File: src/rtl/bcd_digit_parser_if.sv
// Handshake bundle for the BCD digit parser: digit-set input channel and binary result channel.
// Digit index 0 is the units digit; DIGITS-1 is the most significant.
interface bcd_digit_parser_if #(
  parameter int DIGITS  = 6,
  parameter int VALUE_W = 20
);
  logic                   in_valid;
  logic                   in_ready;
  logic [DIGITS-1:0][3:0] in_digits;
  logic                   out_valid;
  logic                   out_ready;
  logic [VALUE_W-1:0]     out_value;
  logic                   out_error;

  modport master (
    output in_valid, in_digits, out_ready,
    input  in_ready, out_valid, out_value, out_error
  );

  modport slave (
    input  in_valid, in_digits, out_ready,
    output in_ready, out_valid, out_value, out_error
  );
endinterface

File: src/rtl/bcd_digit_parser.sv
// Converts a captured set of BCD digits to unsigned binary, one digit per clock, MSD first.
// Digits above 9 count as zero and raise a sticky error flag for that conversion.
module bcd_digit_parser #(
  parameter int DIGITS  = 6,
  parameter int VALUE_W = 20
) (
  input logic               clock_50Mhz,
  input logic               reset_n,
  bcd_digit_parser_if.slave bus
);
  localparam int ACC_W = VALUE_W + 4;
  localparam int IDX_W = (DIGITS > 1) ? $clog2(DIGITS) : 1;
  localparam logic [IDX_W-1:0] IDX_TOP = IDX_W'(DIGITS - 1);

  typedef enum logic [1:0] {
    S_IDLE,
    S_CONVERT,
    S_DONE
  } state_t;

  state_t                 r_state;
  state_t                 w_state_next;
  logic [DIGITS-1:0][3:0] r_digits;
  logic [ACC_W-1:0]       r_acc;
  logic                   r_err;
  logic [IDX_W-1:0]       r_idx;

  logic [3:0]             w_digit;
  logic                   w_digit_bad;
  logic [3:0]             w_digit_eff;
  logic [ACC_W-1:0]       w_acc_next;
  logic                   w_capture;

  always_comb begin
    w_digit = 4'd0;
    for (int i = 0; i < DIGITS; i++) begin
      if (r_idx == IDX_W'(i)) begin
        w_digit = r_digits[i];
      end
    end
  end

  assign w_digit_bad = (w_digit > 4'd9);
  assign w_digit_eff = w_digit_bad ? 4'd0 : w_digit;
  // acc*10 built from two shifts so no multiplier is inferred
  assign w_acc_next  = (r_acc << 3) + (r_acc << 1) + ACC_W'(w_digit_eff);
  assign w_capture   = bus.in_valid && (r_state == S_IDLE);

  always_comb begin
    w_state_next = r_state;
    case (r_state)
      S_IDLE:    if (bus.in_valid)      w_state_next = S_CONVERT;
      S_CONVERT: if (r_idx == '0)       w_state_next = S_DONE;
      S_DONE:    if (bus.out_ready)     w_state_next = S_IDLE;
      default:                          w_state_next = S_IDLE;
    endcase
  end

  always_ff @(posedge clock_50Mhz or negedge reset_n) begin
    if (!reset_n) begin
      r_state <= S_IDLE;
    end else begin
      r_state <= w_state_next;
    end
  end

  always_ff @(posedge clock_50Mhz or negedge reset_n) begin
    if (!reset_n) begin
      r_digits <= '0;
      r_acc    <= '0;
      r_err    <= 1'b0;
      r_idx    <= '0;
    end else if (w_capture) begin
      r_digits <= bus.in_digits;
      r_acc    <= '0;
      r_err    <= 1'b0;
      r_idx    <= IDX_TOP;
    end else if (r_state == S_CONVERT) begin
      r_acc <= w_acc_next;
      r_err <= r_err | w_digit_bad;
      if (r_idx != '0) begin
        r_idx <= r_idx - 1'b1;
      end
    end
  end

  assign bus.in_ready  = (r_state == S_IDLE);
  assign bus.out_valid = (r_state == S_DONE);
  assign bus.out_value = r_acc[VALUE_W-1:0];
  assign bus.out_error = r_err;
endmodule

File: src/flat_wrapper.sv
// flat-port wrapper written by rule: the top's interface ports become plain ports
module bcd_digit_parser_flat 
#(
  parameter int DIGITS  = 6,
  parameter int VALUE_W = 20
)
  (clock_50Mhz, reset_n, bus_in_valid, bus_in_digits, bus_out_ready, bus_in_ready, bus_out_valid, bus_out_value, bus_out_error);
  bcd_digit_parser_if #(.DIGITS(DIGITS), .VALUE_W(VALUE_W)) bus_i ();
  input logic clock_50Mhz;
  input logic reset_n;
  input wire logic [$bits(bus_i.in_valid)-1:0] bus_in_valid;
  input wire logic [$bits(bus_i.in_digits)-1:0] bus_in_digits;
  input wire logic [$bits(bus_i.out_ready)-1:0] bus_out_ready;
  output wire logic [$bits(bus_i.in_ready)-1:0] bus_in_ready;
  output wire logic [$bits(bus_i.out_valid)-1:0] bus_out_valid;
  output wire logic [$bits(bus_i.out_value)-1:0] bus_out_value;
  output wire logic [$bits(bus_i.out_error)-1:0] bus_out_error;
  assign bus_i.in_valid = bus_in_valid;
  assign bus_i.in_digits = bus_in_digits;
  assign bus_i.out_ready = bus_out_ready;
  assign bus_in_ready = bus_i.in_ready;
  assign bus_out_valid = bus_i.out_valid;
  assign bus_out_value = bus_i.out_value;
  assign bus_out_error = bus_i.out_error;
  bcd_digit_parser #(.DIGITS(DIGITS), .VALUE_W(VALUE_W)) u_core (.clock_50Mhz(clock_50Mhz), .reset_n(reset_n), .bus(bus_i));
endmodule
File: config.mk
export PLATFORM = sky130hd
export DESIGN_NAME = bcd_digit_parser_flat
export DESIGN_NICKNAME = d
export VERILOG_FILES = /design/src/rtl/bcd_digit_parser_if.sv /design/src/rtl/bcd_digit_parser.sv /design/src/flat_wrapper.sv
export SDC_FILE = /design/constraint.sdc
export NUM_CORES = 1
export LEC_CHECK = 0
export ABC_AREA = 1
export CELL_PAD_IN_SITES_DETAIL_PLACEMENT = 1
export CELL_PAD_IN_SITES_GLOBAL_PLACEMENT = 1
export CORE_MARGIN = 2
export CORE_UTILIZATION = 40
export CTS_CLUSTER_SIZE = 14
export DETAILED_ROUTE_END_ITERATION = 12
export PLACE_DENSITY_LB_ADDON = 0.1
export SLEW_MARGIN = 15
export SYNTH_ARGS = -nofsm -noshare
export SYNTH_HDL_FRONTEND = slang
export SYNTH_SLANG_ARGS = --single-unit
File: constraint.sdc
create_clock -name clock_50Mhz -period 3.85 [get_ports clock_50Mhz]
set_clock_uncertainty 0.15 [all_clocks]
set_input_delay 1.155 -clock clock_50Mhz [delete_from_list [all_inputs] [get_ports clock_50Mhz]]
set_output_delay 1.155 -clock clock_50Mhz [all_outputs]
set_load 0.01 [all_outputs]
==> results of run 1 <==
[area by class of cell]
| class | count | area share (%) |
|---|---|---|
| tap | 105 | 3.10 |
| inverter | 44 | 4.02 |
| clock buffer | 6 | 1.71 |
| timing repair buffer | 54 | 12.4 |
| sequential | 50 | 29.6 |
| clock inverter | 2 | 0.887 |
| multi-input combinational | 332 | 48.2 |
[kinds of logic (layout without fill, tap and decap cells)]
group	Yosys count	in the layout	share of synthesized area, %
AOI/OAI and AO/OA	52	52	8.32
xor gates and xnor gates	2	2	0.507
adders and majority gates	41	41	15.3
buffers and inverters	50	106	5.86
DFF	50	50	36.2
muxes	21	21	6.84
and+or+nand+nor	216	216	27.0
[final timing paths]
kind,to,cells past startpoint
worst max-delay path,u_core.r_acc[12],23
worst min-delay path,u_core.r_acc[19],2
worst max register to register,u_core.r_acc[12],23
worst min register to register,u_core.r_acc[19],2
max in group asynchronous,u_core.r_idx[0],2
min in group asynchronous,u_core.r_acc[7],1
[registers in the layout, indices dropped and copies added (netlist names)]
name / count
u_core.bus.out_error: 1
u_core.r_acc: 20
u_core.r_idx: 3
u_core.r_state: 2
u_core.r_digits: 24
[what timing repair did]
item                       in CTS  in global routing
setup endpoints to repair       0                 11
hold endpoints to repair        0                  0
buffers inserted                0                  2
resized for setup               0                 16
[cell usage in the layout, fill, tap and decap left out, types with 3 or more instances in the layout]
master | synthesis | layout
nand3b_1 | 5 | 5
dfrtp_1 | 50 | 48
ha_1 | 39 | 36
a21oi_1 | 23 | 23
nor2_4 | 3 | 3
inv_2 | 4 | 5
buf_4 | 0 | 4
mux2_2 | 21 | 21
nor2_1 | 34 | 34
clkbuf_8 | 0 | 5
o21ai_0 | 21 | 19
nand2_1 | 125 | 123
nand3_1 | 36 | 36
inv_1 | 39 | 37
clkdlybuf4s50_1 | 0 | 49
or2_2 | 3 | 3
nand2_2 | 5 | 7
[per-stage QoR]
stage	utilization, %	TNS (ps)
2_1_floorplan	-	0
3_3_place_gp	49.0	0
3_5_place_dp	49.0	0
4_1_cts	50.3	0
5_1_grt	51.0	-6.75
6_report	51.0	0
[metal layers]
| metal | up-vias | global-route usage, % |
|---|---|---|
| met1 | 1500 | 24.4 |
| met3 | 15 | 2.75 |
| met2 | 51 | 40.3 |
| met4 | 0 | 6.18 |
| li1 | 1530 | - |
| met5 | - | 0 |
[critical path, cell delays in order, from the launching register on]
cell,delay [ps]
dfrtp_2,470
inv_4,100
ha_2,210
nand2_4,90
o21ai_1,120
inv_1,50
nand2_1,60
nand3_1,80
nand2_1,100
nand2_1,90
nand2_2,80
nand2_1,70
fa_1,480
inv_1,70
fa_1,440
nand2_1,100
nand3_1,90
and2_4,160
nand2_1,70
nand2_2,70
nand2_1,80
nand3b_1,80
nand3_1,100
nand2_1,50
==> reports/metrics.sh, run 1 <==
STATUS='completed'
SETUP_VIOL=0
ROUTE.DETAILED.WL_PER_INST_UM=15.7
POST-SYNTH-TOP-COUNT-CELL='nand2_1'
DRIVE_GT1_SHARE_PCT=12.7
MINIMUM_SETUP_SLACK_AMONG_REG_TO_REG_PATHS_PS=300
AVGSYNTHCELLAREA_UM2=8.00
SYNTH_TOP_CELLS_BY_AREA='dfrtp_1 (36%), ha_1 (14%), nand2_1 (14%)'
MAXCAPVIOLATIONS=0
FINALHOLDVIOLATIONS=0
WORSTPATHARRIVAL_PS=3610
POST_LAYOUT_NONFILLER_INSTANCES=593
MET3_WIRELENGTH_UM=291
HTREE_NUM_LEVELS=2
POST_SYNTH_INST_COUNT=432
DIE_HEIGHT_UM=97.0
GRT_OVERFLOW_TOTAL=0
POST_SYNTHESIS_SEQUENTIAL_AREA_RATIO_PCT=36.2
LAYOUT.AREA.SEQ_MM2=0.00125
START_KIND='flip-flop'
TOTAL_TRACK_USAGE_PCT=21.1
DETAIL_ROUTE.WIRELENGTH.MET1_UM=3830
NUMPORTBUFFERS=50
CORE_AREA_MM2=0.00830
FINAL_MIN_PERIOD_OVER_CLOCK_PERIOD_PCT=92.3
WL_UM=9330
GPL.FINAL_WEIGHTED_CONGESTION=0.823
SYN-CELL-AREA_MM2=0.00346
WORST_SETUP_EP_TYPE='flip-flop'
SETUP_WS_PS=296
DRT-PASS1-ITER-COUNT=4
FMAXACHIEVABLE_GHz=0.281
CRIT_REQUIRED_PS=3910
TIMING_WORST_SETUP_PATH_TYPE='flip-flop to flip-flop'
SYNTH_SEQ_CELLS=50
DPL-INSTANCE-AREA_MM2=0.00406
CLKSINKCOUNT=50
LARGEST_NET_DEGREE_AT_THE_START_OF_GLOBAL_ROUTING=33
NETLIST_CELL_TYPES=30
CELL_TAKING_THE_MOST_AREA_AFTER_SYNTHESIS='dfrtp_1'
YOSYSWARNINGCOUNT=0
FILLCELLCOUNT=1014
WORST_HOLD_SLACK_PS=344
CTSLONGESTPATHBUFFERS=2
STDCELL_AREA_MM2=0.00423
CTS-HOLD-FIX-BUFFERS=0
ANTENNA_VIOLATIONS_BEFORE_REPAIR=0
WORST_PIN_SLEW_PS=643
FIRST_GLOBAL_VIAS=3486
CTS_INSERTED_BUFFERS=5
DETAILED_ROUTE_VIA_COUNT=3096
ASYNC_FLOP_SHARE_PCT=100
MULTI_INPUT_GATE_AREA_MM2=0.00204
MAXUSEDROUTINGLAYER='met4'
TIMING.FINAL.MAX_SLEW_VIOLATIONS=0
CRIT_FANOUT=7
POST-ROUTE-MIN-PERIOD_PS=3550
DETAILROUTE.WIRELENGTH.MET2_UM=5030
GLOBAL_ROUTE_WIRE_LENGTH_BEFORE_REPAIR_UM=16300
PLACED_CELLS_INCL_TAPS=583
ANTENNA_VIOLATING_NETS_POST_ROUTE=0
N_ANTENNA_CELL=0
HOLD_PATH_CLASS='flip-flop to flip-flop'
INITIALDRTVIOLATIONCOUNT=61
SYN2LAYOUT_AREA_GROWTH_PCT=22.4
CRIT-REG2REG-LAUNCH='u_core.r_idx[0]'
CLOCK_LATENCY_ON_THE_WORST_SKEW_PAIR_PS=310
DPL.HPWL_UM=7450
FLOORPLAN.IO_PINS=51
NUM_ROWS=33
PLACE_WORST_SETUP_SLACK_PS=124
WORST_SETUP_PATH_STARTPOINT='u_core.r_idx[0]'
FLOORPLAN.DIE_AREA_MM2=0.00940
CHIPWIDTH_UM=97.0
WORST_SETUP_HOLD_PATH_CLK_SLEW_PS=100
CLOCK_TREE_FROM_TRITONCTS='done'
SYNTHTOPCELLSBYCOUNT='nand2_1 (125), dfrtp_1 (50), ha_1 (39), inv_1 (39), nand3_1 (36)'
TIMING.SLEW.HEADROOM_PCT=57.1
SYNTH-MAIN-FF-CELL='dfrtp_1'
HP-START='u_core.r_acc[19]'
FLOORPLAN.INITIALDENSITY_PCT=41.7
POST_SYNTHESIS_NET_COUNT=501
DETAIL_ROUTE.DRC_VIOLATIONS=0
DETAIL_ROUTE.VIAS_PER_CELL=5.22
SYNTH_ENABLE_FLOP_CELLS=0
CTS-ROOT-BUF='clkbuf_8'
SYNTH_TOP_AREA_SHARE_PCT=36.2
FINAL_NET_COUNT=556
Power of run 1 is not shown: default switching activity piles up to over one toggle a cycle in this logic, so the estimate is an artifact.
==> inputs of run 2 (changes only) <==
CTS_CLUSTER_DIAMETER = 60   (was unset)
clock period = 3.3 ns   (was 3.85 ns; I/O delays follow)
==> run 2 against run 1 <==
The flow now finishes with violations (negative setup slack). Count of clock-buffer cells in the layout shrank 1. Die area did not move. Flip-flop and latch count stayed put. First-iteration DRC count grew 30%. Register-to-register slack worse by 360 ps. Maximum frequency up 5.5%. Setup slack got worse by 360 ps. Hold slack gained 20 ps. Global-route usage increased by 0.61 points. Critical path type unchanged.
==> reports/metrics.sh, run 2 (synthesis gave the netlist of run 1 again) <==
STATUS='finished with violations'  # was completed
FAILING_CHECKS='negative setup slack'
DETAIL_ROUTE.DRC_VIOLATIONS=0  # unchanged
SETUP_VIOL=3  # was 0
GRT_SETUP_UNREPAIRED='yes'
CHIPWIDTH_UM=97.0  # unchanged
WL_UM=10000  # was 9330 um
WORST_SETUP_EP_TYPE='flip-flop'  # unchanged
WORST_SETUP_HOLD_PATH_CLK_SLEW_PS=110  # was 100 ps
CLOCK_TREE_FROM_TRITONCTS='done'  # unchanged
CTSLONGESTPATHBUFFERS=2  # unchanged
GLOBAL_ROUTE_WIRE_LENGTH_BEFORE_REPAIR_UM=16900  # was 16300 um
ANTENNA_VIOLATING_NETS_POST_ROUTE=0  # unchanged
HTREE_NUM_LEVELS=2  # unchanged
FIRST_GLOBAL_VIAS=3568  # was 3486
CRITICAL-PATH-MAX-STAGE-DELAY_PS=500  # was 480 ps
TOTAL_TRACK_USAGE_PCT=21.7  # was 21.1%
NUMPORTBUFFERS=50  # unchanged
MAXCAPVIOLATIONS=0  # unchanged
CRIT_FANOUT=4  # was 7
POST-ROUTE-MIN-PERIOD_PS=3370  # was 3550 ps
LARGEST_REGISTERS='u_core.r_digits: 24 flops, u_core.r_acc: 20 flops, u_core.r_idx: 3 flops'  # unchanged
TIMING.SLEW.HEADROOM_PCT=61.1  # was 57.1%
COMMONEST_NON_FILL_NON_TAP_CELL_IN_THE_LAYOUT='nand2_1'  # unchanged
DETAILED_ROUTE_VIA_COUNT=3247  # was 3096
LAYOUT_COMMON_CELLS='nand2_1 (104), clkdlybuf4s50_1 (49), dfrtp_1 (49)'  # was nand2_1 (123), clkdlybuf4s50_1 (49), dfrtp_1 (48)
CLOCK_LATENCY_ON_THE_WORST_SKEW_PAIR_PS=320  # was 310 ps
FINAL_MIN_PERIOD_OVER_CLOCK_PERIOD_PCT=102  # was 92.3%
SYN2LAYOUT_AREA_GROWTH_PCT=34.4  # was 22.4%
FLOORPLAN.INITIALDENSITY_PCT=41.7  # unchanged
CORE_AREA_MM2=0.00830  # unchanged
FLOORPLAN.DIE_AREA_MM2=0.00940  # unchanged
SUM_OF_NEGATIVE_SETUP_SLACK_PS=-160  # was 0 ps
GRT_OVERFLOW_TOTAL=0  # unchanged
FLOORPLAN.IO_PINS=51  # unchanged
WORST_PIN_SLEW_PS=583  # was 643 ps
WORST_PATH_MOST_REPEATED_CELL='nand2_1'  # unchanged
SETUP_WS_PS=-67.6  # was 296 ps
CRIT_REQUIRED_PS=3370  # was 3910 ps
TIMING_WORST_SETUP_PATH_TYPE='flip-flop to flip-flop'  # unchanged
WORSTPATHCELLLIST='inv_4, ha_4, inv_4, nor2_4, nand2_1, nand2_1, nand2_1, nand2_2, nand2_2, a21oi_4, nand2_1, fa_1, inv_2, fa_2, nand2_2, nand3_2, and2_4, nand2_4, nand2_4, nand2_2, nand3_1, nand3_1, nand2_1'  # was inv_4, ha_2, nand2_4, o21ai_1, inv_1, nand2_1, nand3_1, nand2_1, nand2_1, nand2_2, nand2_1, fa_1, inv_1, fa_1, nand2_1, nand3_1, and2_4, nand2_1, nand2_2, nand2_1, nand3b_1, nand3_1, nand2_1
START_KIND='flip-flop'  # unchanged
FINALHOLDVIOLATIONS=0  # unchanged
FINAL_NET_COUNT=585  # was 556
FMAXACHIEVABLE_GHz=0.297  # was 0.281 GHz
CLKSINKCOUNT=50  # unchanged
DRT-PASS1-ITER-COUNT=4  # unchanged
ANTENNA_VIOLATIONS_BEFORE_REPAIR=0  # unchanged
PATH_DELAY_FAMILY='simple AND/OR/NAND/NOR gates'  # unchanged
ROUTE.DETAILED.WL_PER_INST_UM=16.1  # was 15.7 um
CTS_INSERTED_BUFFERS=5  # unchanged
NUM_ROWS=33  # unchanged
HOLD_PATH_CLASS='flip-flop to flip-flop'  # unchanged
GPL.FINAL_WEIGHTED_CONGESTION=0.812  # was 0.823
DPL.HPWL_UM=7570  # was 7450 um
N_ANTENNA_CELL=0  # unchanged
WORSTPATHBUFFERINVERTERCOUNT=3  # unchanged
INITIALDRTVIOLATIONCOUNT=79  # was 61
CTS-ROOT-BUF='clkbuf_8'  # unchanged
WORSTPATHARRIVAL_PS=3440  # was 3610 ps
DRIVE_GT1_SHARE_PCT=23.8  # was 12.7%
SLOWEST_STAGE='fa_1'  # unchanged
LARGEST_REGISTER_FF_COUNT=24  # unchanged
DETAIL_ROUTE.VIAS_PER_CELL=5.22  # about the same
TIMING.FINAL.MAX_SLEW_VIOLATIONS=0  # unchanged
DIE_HEIGHT_UM=97.0  # unchanged
LARGEST_NET_DEGREE_AT_THE_START_OF_GLOBAL_ROUTING=32  # was 33
REGISTERS.TOP_BY_FF_COUNT='u_core.r_digits'  # unchanged
==> run 2: changes by cell type in the layout (fill, tap and decap cells not counted), moves of 2 or more <==
| cell | change |
|---|---|
| nand2_1 | -19 |
| ha_4 | +4 |
| nand3_1 | -7 |
| o21ai_0 | -6 |
| ha_1 | -3 |
| buf_4 | +27 |
| inv_6 | +2 |
| nand2_4 | +3 |
| o21ai_1 | +7 |
| nand3_2 | +5 |
| nand2_2 | +16 |
| inv_4 | +2 |
| nand3_4 | +2 |
==> run 2: per-layer routing <==
layer / up-vias / wire (um) / global-route usage [%]
met3: 12 / 222 / 2.96
met5: - / 0 / 0
met2: 42 / 5650 / 43.4
li1: 1591 / - / -
met1: 1602 / 4010 / 24.3
met4: 0 / 134 / 4.12
==> run 2: worst paths after layout <==
kind | slack, ps | cells after the start | to | from
setup / recovery | -70 | 23 | u_core.r_acc[18] | u_core.r_idx[0]
hold / removal | 360 | 1 | u_core.r_state[1] | u_core.r_state[0]
setup reg to reg | -70 | 23 | u_core.r_acc[18] | u_core.r_idx[0]
hold reg to reg | 360 | 1 | u_core.r_state[1] | u_core.r_state[0]
max in group asynchronous | 1920 | 2 | u_core.r_digits[22] | reset_n
min in group asynchronous | 500 | 1 | u_core.r_acc[6] | reset_n
==> run 2: stage by stage <==
stage / util (%) / std cells / hold slack (ps) / setup WS [ps] / cell area, um^2
6_report: 56.0 / 622 / 364 / -67.6 / 4650
5_1_grt: 56.0 / 622 / 394 / -287 / 4650
4_1_cts: 54.5 / 620 / 366 / -12.0 / 4520
3_5_place_dp: 51.2 / 603 / 340 / -340 / 4250
3_3_place_gp: 51.2 / 603 / 314 / -144 / 4250
2_1_floorplan: - / 432 / 321 / 4.03 / 3480
==> run 2: cell type report <==
type / instances / area, um^2
Clock buffer: 5 / 68.8
Clock inverter: 3 / 47.5
Fill cell: 1009 / 3650
Inverter: 44 / 175
Multi-Input combinational cell: 332 / 2210
Sequential cell: 50 / 1250
Tap cell: 105 / 131
Timing Repair Buffer: 83 / 759
==> run 2: timing repair <==
action	in CTS	in global routing
resized for setup	27	32
pin swaps	10	10
setup buffers	9	2
endpoints found under the setup margin	14	15
hold buffers	0	0
Power of run 2 is left out for the same reason.
==> inputs of run 3 (changes only) <==
CORE_MARGIN = 10   (was 2)
SETUP_SLACK_MARGIN = 0.5   (was unset)
==> run 3 against run 2 <==
The run still ends with negative setup slack left. Setup slack got worse by 2.3 ps. Largest cell class unchanged. Count of clock-buffer cells in the layout unchanged. First-iteration DRC count rose by 13%. Design area fell by 0.65%.
==> reports/metrics.sh, run 3 (synthesis gave the netlist of run 1 again) <==
N_ANTENNA_CELL=0  # unchanged
ROUTE.DETAILED.WL_PER_INST_UM=16.5  # was 16.1 um
CTS-HOLD-FIX-BUFFERS=0  # unchanged
GPL.FINAL_WEIGHTED_CONGESTION=0.827  # was 0.812
GRT_OVERFLOW_TOTAL=0  # unchanged
CRIT_REQUIRED_PS=3370  # about the same
FLOORPLAN.IO_PINS=51  # unchanged
CLOCK_LATENCY_ON_THE_WORST_SKEW_PAIR_PS=320  # about the same
WORST_SETUP_HOLD_PATH_CLK_SLEW_PS=100  # was 110 ps
CTS_INSERTED_BUFFERS=5  # unchanged
FINAL_NET_COUNT=577  # was 585
HOLD_PATH_CLASS='flip-flop to flip-flop'  # unchanged
FF2FF_PATH_DEPTH=24  # was 23
TOTAL_TRACK_USAGE_PCT=16.3  # was 21.7%
TIMING.SLEW.HEADROOM_PCT=59.0  # was 61.1%
LARGEST_REGISTERS='u_core.r_digits: 24 flops, u_core.r_acc: 20 flops, u_core.r_idx: 3 flops'  # unchanged
FIRST_GLOBAL_VIAS=3584  # was 3568
ANTENNA_VIOLATIONS_BEFORE_REPAIR=0  # unchanged
NUMPORTBUFFERS=50  # unchanged
CHIPWIDTH_UM=113  # was 97.0 um
REGISTERS.TOP_BY_FF_COUNT='u_core.r_digits'  # unchanged
FLOORPLAN.DIE_AREA_MM2=0.0128  # was 0.00940 mm^2
LARGEST_REGISTER_FF_COUNT=24  # unchanged
R2R_END='u_core.r_acc[12]'  # was u_core.r_acc[18]
LARGEST_NET_DEGREE_AT_THE_START_OF_GLOBAL_ROUTING=32  # unchanged
LAYOUT_COMMON_CELLS='nand2_1 (105), clkdlybuf4s50_1 (49), dfrtp_1 (48)'  # was nand2_1 (104), clkdlybuf4s50_1 (49), dfrtp_1 (49)
NUM_ROWS=33  # unchanged
DPL.HPWL_UM=7800  # was 7570 um
DIE_HEIGHT_UM=113  # was 97.0 um
DETAIL_ROUTE.DRC_VIOLATIONS=0  # unchanged
START_KIND='flip-flop'  # unchanged
CLKSINKCOUNT=50  # unchanged
POST-ROUTE-MIN-PERIOD_PS=3370  # about the same
WORSTSETUPENDPOINT='u_core.r_acc[12]'  # was u_core.r_acc[18]
FLOORPLAN.INITIALDENSITY_PCT=41.7  # unchanged
FINAL_MIN_PERIOD_OVER_CLOCK_PERIOD_PCT=102  # about the same
DRIVE_GT1_SHARE_PCT=24.4  # was 23.8%
SYN2LAYOUT_AREA_GROWTH_PCT=33.6  # was 34.4%
STATUS='finished with violations'  # unchanged
CLOCK_TREE_FROM_TRITONCTS='done'  # unchanged
TIMING_WORST_SETUP_PATH_TYPE='flip-flop to flip-flop'  # unchanged
MINIMUM_SETUP_SLACK_AMONG_REG_TO_REG_PATHS_PS=-70  # about the same
WORST_PIN_SLEW_PS=615  # was 583 ps
COMMONEST_NON_FILL_NON_TAP_CELL_IN_THE_LAYOUT='nand2_1'  # unchanged
SETUP_WS_PS=-69.8  # was -67.6 ps
GLOBAL_ROUTE_WIRE_LENGTH_BEFORE_REPAIR_UM=17400  # was 16900 um
TIMING.FINAL.MAX_SLEW_VIOLATIONS=0  # unchanged
CTSLONGESTPATHBUFFERS=2  # unchanged
WORST_SETUP_EP_TYPE='flip-flop'  # unchanged
CRIT-REG2REG-LAUNCH='u_core.r_idx[0]'  # unchanged
MAXCAPVIOLATIONS=0  # unchanged
WORST_SETUP_PATH_STARTPOINT='u_core.r_idx[0]'  # unchanged
DETAIL_ROUTE.VIAS_PER_CELL=5.15  # was 5.22
CORE_AREA_MM2=0.00830  # unchanged
INITIALDRTVIOLATIONCOUNT=89  # was 79
CRIT_FANOUT=5  # was 4
WL_UM=10200  # was 10000 um
HTREE_NUM_LEVELS=2  # unchanged
CTS-ROOT-BUF='clkbuf_8'  # unchanged
DRT-PASS1-ITER-COUNT=4  # unchanged
GRT_SETUP_UNREPAIRED='yes'  # unchanged
FMAXACHIEVABLE_GHz=0.297  # about the same
DETAILED_ROUTE_VIA_COUNT=3165  # was 3247
SETUP_VIOL=9  # was 3
WORSTPATHARRIVAL_PS=3440  # about the same
LAYOUT.CORE_UTILIZATION_PCT=55.6  # was 56.0%
ANTENNA_VIOLATING_NETS_POST_ROUTE=0  # unchanged
FAILING_CHECKS='negative setup slack'  # unchanged
FINALHOLDVIOLATIONS=0  # unchanged
==> run 3: changes by cell type in the layout (fill, tap and decap cells not counted), moves of 2 or more <==
cell     before  now
nand3_1      29   25
a21oi_1      22   18
buf_4        31   22
o21ai_0      13   10
o21ai_1       8   10
nand2_2      23   21
nand3_2       5    9
a21oi_2       1    5
==> run 3: what timing repair did <==
action	4_1_cts	5_1_grt
pin swaps	7	12
endpoints found under the setup margin	17	17
gates resized for setup	32	26
gates cloned	0	0
buffers inserted	6	3
==> run 3: area by class of cell <==
| class | count | area [um^2] |
|---|---|---|
| fillers | 994 | 3680 |
| flip-flops and latches | 50 | 1250 |
| inverters | 44 | 173 |
| clock buffers | 5 | 68.8 |
| multi-input cells | 332 | 2240 |
| repair buffers | 75 | 703 |
| clock inverters | 3 | 43.8 |
| well taps | 105 | 131 |
==> run 3: worst max-delay path, cell delays in order, from the launching register on <==
cell and delay (ps):
dfrtp_2 470, inv_4 110, ha_4 130, inv_2 50
nor2_4 130, nand2_1 70, nand2_1 60, nand2_1 60
nand2_2 60, nand2_2 60, a21oi_4 200, buf_4 140
nor2_1 40, ha_1 190, ha_2 210, fa_2 400
nand2_2 90, nand3_2 70, and2_4 160, nand2_4 60
nand2_4 60, nand2_2 80, nand3b_1 90, nand3_2 90
nand2_1 50
==> run 3: per-stage QoR <==
| stage | TNS, ps | instances | setup WS [ps] | hold WS [ps] | cell area (um^2) |
|---|---|---|---|---|---|
| detailed placement | -1400 | 597 | -224 | 328 | 4230 |
| floorplan | 0 | 432 | 62.1 | 321 | 3500 |
| global placement | -52.0 | 597 | -26.8 | 314 | 4230 |
| global route | -3570 | 614 | -321 | 384 | 4620 |
| finish | -360 | 614 | -69.8 | 357 | 4620 |
| CTS | -345 | 611 | -70.4 | 361 | 4490 |
==> run 3: worst min-delay path by stage <==
stage | startpoint | to | cells past startpoint
global route | u_core.r_digits[8] | u_core.r_digits[8] | 1
global placement | u_core.r_acc[19] | u_core.r_acc[19] | 2
CTS | u_core.r_acc[19] | u_core.r_acc[19] | 2
finish | u_core.r_acc[19] | u_core.r_acc[19] | 2
floorplan | u_core.r_digits[21] | u_core.r_digits[21] | 1
detailed placement | u_core.r_acc[19] | u_core.r_acc[19] | 2
==> run 3: routing by layer <==
layer	vias up	global-route usage (%)	part of all wire, %
met4	0	4.65	1.7
met5	-	0	0
met1	1540	17.3	39
li1	1577	-	-
met2	35	31.7	56
met3	13	2.75	2.5
Power of run 3 is left out for the same reason.
